## src/rtl/coh_directory.sv

```systemverilog
// coh_directory: MSI directory controller for N private L1 caches.
// Round-robin request arbitration, snoop issue/collect, grant return.
module coh_directory #(
  parameter int NUM_CACHES = 4,
  parameter int ADDR_W = 6
) (
  input  logic clk,
  input  logic rst_n,
  input  logic [NUM_CACHES-1:0] req_valid,
  input  logic [2*NUM_CACHES-1:0] req_op,
  input  logic [NUM_CACHES*ADDR_W-1:0] req_addr,
  output logic [NUM_CACHES-1:0] req_ready,
  output logic [NUM_CACHES-1:0] snp_valid,
  output logic snp_downgrade,
  output logic [ADDR_W-1:0] snp_addr,
  input  logic [NUM_CACHES-1:0] snp_ack,
  output logic [NUM_CACHES-1:0] resp_valid,
  output logic resp_excl,
  output logic [ADDR_W-1:0] resp_addr,
  output logic busy
);

  localparam int N = NUM_CACHES;
  localparam int PW = $clog2(NUM_CACHES);
  localparam int DEPTH = 1 << ADDR_W;

  localparam logic [1:0] LINE_I = 2'b00;
  localparam logic [1:0] LINE_S = 2'b01;
  localparam logic [1:0] LINE_M = 2'b10;

  localparam logic [1:0] OP_RD = 2'b00;
  localparam logic [1:0] OP_WR = 2'b01;
  localparam logic [1:0] OP_EV = 2'b10;
  localparam logic [1:0] OP_NOP = 2'b11;

  typedef enum logic [1:0] {
    IDLE,
    LOOKUP,
    SNOOP,
    RESP
  } fsm_e;

  fsm_e state;
  fsm_e stateNext;

  logic [PW-1:0] rrPtr;
  logic [PW-1:0] rrNext;
  logic [PW:0] rrSum;
  logic [PW-1:0] rrIdx;
  logic [PW-1:0] grant;
  logic grantFound;
  logic [PW-1:0] grantQ;

  logic [1:0] opSel;
  logic [ADDR_W-1:0] addrSel;
  logic [1:0] opQ;
  logic [ADDR_W-1:0] addrQ;

  logic [N-1:0] pending;
  logic [N-1:0] pendingNext;
  logic [N-1:0] target;
  logic [N-1:0] gBit;

  logic [1:0] dirState [DEPTH];
  logic [N-1:0] dirSharers [DEPTH];

  logic [1:0] curState;
  logic [N-1:0] curSharers;
  logic [1:0] newState;
  logic [N-1:0] newSharers;
  logic respExcl;

  // Round-robin pick: first valid requester at or after rrPtr.
  always_comb begin
    grant = rrPtr;
    grantFound = 1'b0;
    rrSum = '0;
    rrIdx = '0;
    for (int k = N - 1; k >= 0; k--) begin
      rrSum = {1'b0, rrPtr} + (PW+1)'(k);
      if (rrSum >= (PW+1)'(N))
        rrSum = rrSum - (PW+1)'(N);
      rrIdx = rrSum[PW-1:0];
      if (req_valid[rrIdx]) begin
        grant = rrIdx;
        grantFound = 1'b1;
      end
    end
    rrNext = (grant == PW'(N - 1)) ? '0 : grant + PW'(1);
  end

  // Mux the winner's op and address out of the packed request buses.
  always_comb begin
    opSel = OP_NOP;
    addrSel = '0;
    for (int i = 0; i < N; i++) begin
      if (grant == PW'(i)) begin
        opSel = req_op[2*i +: 2];
        addrSel = req_addr[ADDR_W*i +: ADDR_W];
      end
    end
  end

  // Current entry, snoop targets and the entry update for this request.
  always_comb begin
    gBit = '0;
    gBit[grantQ] = 1'b1;
    curState = dirState[addrQ];
    curSharers = dirSharers[addrQ];
    target = '0;
    newState = curState;
    newSharers = curSharers;
    respExcl = 1'b0;
    case (opQ)
      OP_RD: begin
        if (curState == LINE_M && curSharers != gBit)
          target = curSharers;
        if (curState == LINE_M && curSharers == gBit) begin
          respExcl = 1'b1;
        end else begin
          newState = LINE_S;
          newSharers = curSharers | gBit;
        end
      end
      OP_WR: begin
        target = curSharers & ~gBit;
        newState = LINE_M;
        newSharers = gBit;
        respExcl = 1'b1;
      end
      OP_EV: begin
        newSharers = curSharers & ~gBit;
        if (newSharers == '0)
          newState = LINE_I;
      end
      default: ;
    endcase
  end

  // Next-state logic and all handshake outputs.
  always_comb begin
    stateNext = state;
    pendingNext = pending;
    req_ready = '0;
    snp_valid = '0;
    snp_downgrade = 1'b0;
    resp_valid = '0;
    resp_excl = 1'b0;
    busy = (state != IDLE);
    case (state)
      IDLE: begin
        if (grantFound && rst_n) begin
          req_ready[grant] = 1'b1;
          stateNext = LOOKUP;
        end
      end
      LOOKUP: begin
        if (target != '0) begin
          pendingNext = target;
          stateNext = SNOOP;
        end else begin
          stateNext = RESP;
        end
      end
      SNOOP: begin
        snp_valid = pending;
        snp_downgrade = (opQ == OP_RD);
        pendingNext = pending & ~snp_ack;
        if (pendingNext == '0)
          stateNext = RESP;
      end
      RESP: begin
        resp_valid[grantQ] = 1'b1;
        resp_excl = respExcl;
        stateNext = IDLE;
      end
      default: stateNext = IDLE;
    endcase
  end

  assign snp_addr = addrQ;
  assign resp_addr = addrQ;

  // FSM state and outstanding-snoop mask.
  always_ff @(posedge clk) begin
    if (!rst_n) begin
      state <= IDLE;
      pending <= '0;
    end else begin
      state <= stateNext;
      pending <= pendingNext;
    end
  end

  // Latch the accepted request and advance the round-robin pointer.
  always_ff @(posedge clk) begin
    if (!rst_n) begin
      rrPtr <= '0;
      grantQ <= '0;
      opQ <= OP_NOP;
      addrQ <= '0;
    end else if (state == IDLE && grantFound) begin
      rrPtr <= rrNext;
      grantQ <= grant;
      opQ <= opSel;
      addrQ <= addrSel;
    end
  end

  // Directory entries; written once per transaction in RESP.
  always_ff @(posedge clk) begin
    if (!rst_n) begin
      for (int i = 0; i < DEPTH; i++) begin
        dirState[i] <= LINE_I;
        dirSharers[i] <= '0;
      end
    end else if (state == RESP) begin
      dirState[addrQ] <= newState;
      dirSharers[addrQ] <= newSharers;
    end
  end

endmodule

```

## config.mk

```make
export PLATFORM = sky130hd
export DESIGN_NAME = coh_directory
export DESIGN_NICKNAME = d
export VERILOG_FILES = /design/src/rtl/coh_directory.sv
export SDC_FILE = /design/constraint.sdc
export NUM_CORES = 1
export LEC_CHECK = 0
export CORE_ASPECT_RATIO = 1.1
export CORE_MARGIN = 2
export CORE_UTILIZATION = 30
export DETAILED_ROUTE_END_ITERATION = 12
export SYNTH_ARGS = -nofsm -noshare
export SYNTH_HDL_FRONTEND = slang
export SYNTH_SLANG_ARGS = --single-unit
```

## constraint.sdc

```tcl
create_clock -name clk -period 4.6 [get_ports clk]
set_clock_uncertainty 0.1 [all_clocks]
set_input_delay 0.92 -clock clk [delete_from_list [all_inputs] [get_ports clk]]
set_output_delay 0.92 -clock clk [all_outputs]
set_load 0.01 [all_outputs]
```

==> results.rst <==
.. list-table::
   :header-rows: 1

   * - Metric
     - Value
   * - Status
     - finished with violations
   * - Failing checks
     - negative setup slack
   * - Placement Rows
     - 97
   * - Drc violations
     - 0
   * - Number of nets still failing antenna checks after routing
     - 0
   * - Maximum count of clock buffers along a single path
     - 3
   * - Initial core utilization
     - 0.3036
   * - Largest net degree at the start of global routing
     - 65
   * - Portion of the post-synthesis area used by sequential elements
     - 0.6209
   * - Sum of buffers and inverters on the critical path
     - 3
   * - Number of top-level pins
     - 69
   * - Proportion of total power due to net switching
     - 0.3993
   * - Levels on crit path
     - 11
   * - Final worst slack
     - -0.5502 ns
   * - Length of the first detailed-routing pass in iterations
     - 5
   * - Antenna violations before repair
     - 1
   * - Clock sink count
     - 408
   * - Most common library cells after synthesis
     - 384 x sky130_fd_sc_hd__edfxtp_1, 334 x sky130_fd_sc_hd__nor2_1, 179 x sky130_fd_sc_hd__nand2_1, 96 x sky130_fd_sc_hd__mux4_2, 88 x sky130_fd_sc_hd__nor3_1
   * - Areal power density over the cells
     - 641.7 nW/um^2
   * - Cells after synthesis
     - 1506
   * - Highest net fanout along the worst path
     - 8
   * - Share of total power in the clock network
     - 0.226
   * - Share of Yosys cell area claimed by the top area cell type
     - 0.5960
   * - Critical Path Start Type
     - flip-flop
   * - Cell variety after synth
     - 58
   * - Clock latency on the worst-skew pair
     - 0.56 ns
   * - Combinational share of power
     - 0.479
   * - Wire length of the first global-routing pass
     - 87.12 mm
   * - Depth of the CTS H-tree
     - 2
   * - Endpoint of the worst-slack reg-to-reg timing path
     - dirSharers[52][2]
   * - Maximum clock rate
     - 194.2 MHz
   * - Cell at the slowest stage of the critical path
     - sky130_fd_sc_hd__or4_4
   * - Wire per inst
     - 23.43 um
   * - Average via count per standard cell
     - 5.326
   * - Reg-to-reg setup timing slack
     - 0.08 ns
   * - RSZ-0062 raised after global routing
     - true
   * - TritonCTS clock tree
     - yes
   * - Area of the mapped netlist
     - 19350 um^2
   * - Dominant cell type by area after synthesis
     - sky130_fd_sc_hd__edfxtp_1
   * - Total number of vias
     - 13420
   * - WHS
     - 0.4143 ns
   * - Post-CTS Hold Fix Bufs
     - 0
   * - Crit path largest cell delay
     - 0.55 ns
   * - Final Non-Filler Cells
     - 2520
   * - Number of warning messages in the yosys log
     - 0
   * - Clock-pin slew on the worst setup and hold paths
     - 0.06 ns
   * - Worst rel slew slack
     - 0.2372
   * - Cells taking the most area after synthesis
     - sky130_fd_sc_hd__edfxtp_1 60%, sky130_fd_sc_hd__mux4_2 11%, sky130_fd_sc_hd__nor2_1 6.5%, sky130_fd_sc_hd__nand2_1 3.5%, sky130_fd_sc_hd__dfxtp_1 2.5%
   * - Kind of cell with the highest combined delay on the critical path
     - multiplexers
   * - Remaining Overflow, GRT
     - 0
   * - Horiz. Die Dim
     - 246.1 um
   * - Total CTS buffers
     - 42
   * - Top_reg_cell synth
     - sky130_fd_sc_hd__edfxtp_1
   * - Placer Congestion
     - 0.9372
   * - Core footprint
     - 63720 um^2
   * - Most used standard cell by instance count after synthesis
     - sky130_fd_sc_hd__edfxtp_1
   * - Synthesized netlist net count
     - 1564
   * - Worst IR drop on VDD
     - 0.4103 mV
   * - Estimated wirelength of the detail-placed design
     - 39.26 mm
   * - End-of-flow core utilization
     - 0.3717
   * - Post-route minimum period
     - 5.150 ns
   * - Final slew viol count
     - 0
   * - Proportion of power drawn by flip-flops and latches
     - 0.295
   * - Kind of path behind the tightest hold check
     - flip-flop to flip-flop
   * - Die area
     - 66540 um^2
   * - Post-synthesis register bit count
     - 408
   * - Number of placed cells counting well taps
     - 2408
   * - Number of synthesized flops with an enable pin
     - 384
   * - Synth Area per Inst
     - 12.85 um^2
   * - Root cell of the clock tree
     - sky130_fd_sc_hd__clkbuf_16
   * - Fin nets
     - 1705
   * - Worst Setup EP
     - resp_excl
   * - Number of hold-slack violations in the final timing report
     - 0
   * - Critical path cell sequence
     - buf_12 > buf_6 > mux4_2 > mux4_2 > o211ai_2 > o21a_1 > ha_1 > or4_4 > o31ai_4 > nor3b_4 > buf_6
   * - CP required
     - 3.58 ns
   * - Initial DRC count
     - 1372
   * - Total inserted antenna cells
     - 0
   * - Area overhead of the layout relative to synthesis
     - 22.41%
   * - Net switching component of the power
     - 0.006068 W
   * - Endpoint class of the critical path
     - output port
   * - Number of global-route vias before repair
     - 13750
   * - Int Pwr
     - 0.009129 W
   * - Period Utilization, post-route
     - 1.120
   * - Slew at the pin closest to its max-slew limit
     - 1.135 ns
   * - Fraction of final layout cells with drive strength greater than 1
     - 0.2210
   * - Max-capacitance violation count
     - 0
   * - Length in cells of the worst reg-to-reg path
     - 16
   * - Finish-stage setup viols
     - 1
   * - Signal arrival time at the worst endpoint
     - 4.13 ns
   * - Static Leakage
     - 8.209 nW
   * - Share of synthesized registers carrying an async set or reset
     - 0
   * - Fill cell count
     - 6112
   * - Chip Height
     - 270.3 um
   * - CP Class
     - flip-flop to output port
   * - Number of port buffers
     - 68
   * - Global-route total usage across every layer
     - 0.1737
   * - Post-detailed-routing wire length
     - 59.05 mm
==> cell usage in the layout (no fill, tap or decap), types with 21 or more instances in the layout <==
cell type	Yosys	final
sky130_fd_sc_hd__inv_1	23	23
sky130_fd_sc_hd__buf_12	0	29
sky130_fd_sc_hd__mux2i_1	27	26
sky130_fd_sc_hd__edfxtp_1	384	384
sky130_fd_sc_hd__nor2_1	334	323
sky130_fd_sc_hd__mux4_2	96	96
sky130_fd_sc_hd__nand2_1	179	178
sky130_fd_sc_hd__clkdlybuf4s50_1	0	66
sky130_fd_sc_hd__buf_4	14	97
sky130_fd_sc_hd__clkbuf_16	0	51
sky130_fd_sc_hd__nor3_1	88	84
sky130_fd_sc_hd__dfxtp_1	24	21
==> per-layer routing <==
layer  global-route usage  share of wire  wire [um]  vias to the layer above
met5                    0        0.00020         12                        -
met4              0.06986          0.041       2432                        2
met3              0.02703          0.079       4682                      122
met2               0.2937           0.49      28790                      683
met1               0.2216           0.39      23140                     6739
li1                     -              -          -                     5875
==> worst min path at each step <==
stage,slack (ns),cells past startpoint,endpoint,from
2_1_floorplan,0.37,2,grantQ[0],grantQ[0]
3_3_place_gp,0.40,2,grantQ[0],grantQ[0]
3_5_place_dp,0.41,2,pending[2],pending[2]
4_1_cts,0.42,2,grantQ[0],grantQ[0]
5_1_grt,0.46,2,pending[0],pending[0]
6_report,0.41,2,grantQ[0],grantQ[0]
==> worst min-delay path, stage by stage, from the launching register on <==
cell and delay (ns):
sky130_fd_sc_hd__dfxtp_1 0.34, sky130_fd_sc_hd__nand2_1 0.07, sky130_fd_sc_hd__a21oi_1 0.06
==> power by group through the flow <==
stage	clock [W]	sequential (W)	combinational, W
2_1_floorplan	0	0.00439	0.00357
3_3_place_gp	0	0.00455	0.00587
3_5_place_dp	0	0.00456	0.00590
4_1_cts	0.00346	0.00448	0.00650
5_1_grt	0.00360	0.00451	0.00760
6_report	0.00343	0.00449	0.00728
==> logic make-up (layout without fill, tap and decap cells) <==
logic type,count (synthesis),after routing,share of synthesized area
muxes,132,132,0.1311
adders and majority gates,16,16,0.01035
buffers and inverters,139,312,0.03829
AOI/OAI and AO/OA,124,124,0.04657
and+or+nand+nor,687,687,0.1528
DFF,408,408,0.6209
==> sequential cells by signal (all words and copies together), names as in the netlist, named ones only <==
register,flops
dirSharers,256
rrPtr,2
resp_addr,6
pending,4
state,2
opQ,2
dirState,128
grantQ,2
==> area by class of cell <==
class	instances	area [um^2]	share of cell area
Clock buffer	54	1160	0.04898
Clock inverter	22	203.9	0.008612
Inverter	23	86.33	0.003646
Multi-Input combinational cell	959	6817	0.2878
Sequential cell	408	12020	0.5077
Tap cell	841	1052	0.04443
Timing Repair Buffer	213	2340	0.09880
==> through the flow <==
stage / setup WS, ns / TNS [ns] / area, um^2 / power [W]
final: -0.5502 / -0.5502 / 23680 / 0.01520
after global routing: -0.6320 / -0.6443 / 23680 / 0.01571
after CTS: -0.4301 / -45.11 / 23370 / 0.01445
after detailed placement: -0.6064 / -4.939 / 21590 / 0.01046
after global placement: -0.6205 / -4.638 / 21590 / 0.01042
after floorplan: 0.03770 / 0 / 19360 / 0.007958
==> repair_timing <==
action / 4_1_cts / 5_1_grt
endpoints found under the setup margin: 130 / 305
gates cloned: 4 / 8
setup buffers: 23 / 12
resized for setup: 39 / 26
pin swaps: 5 / 10
(Power assumes the default switching activity.)
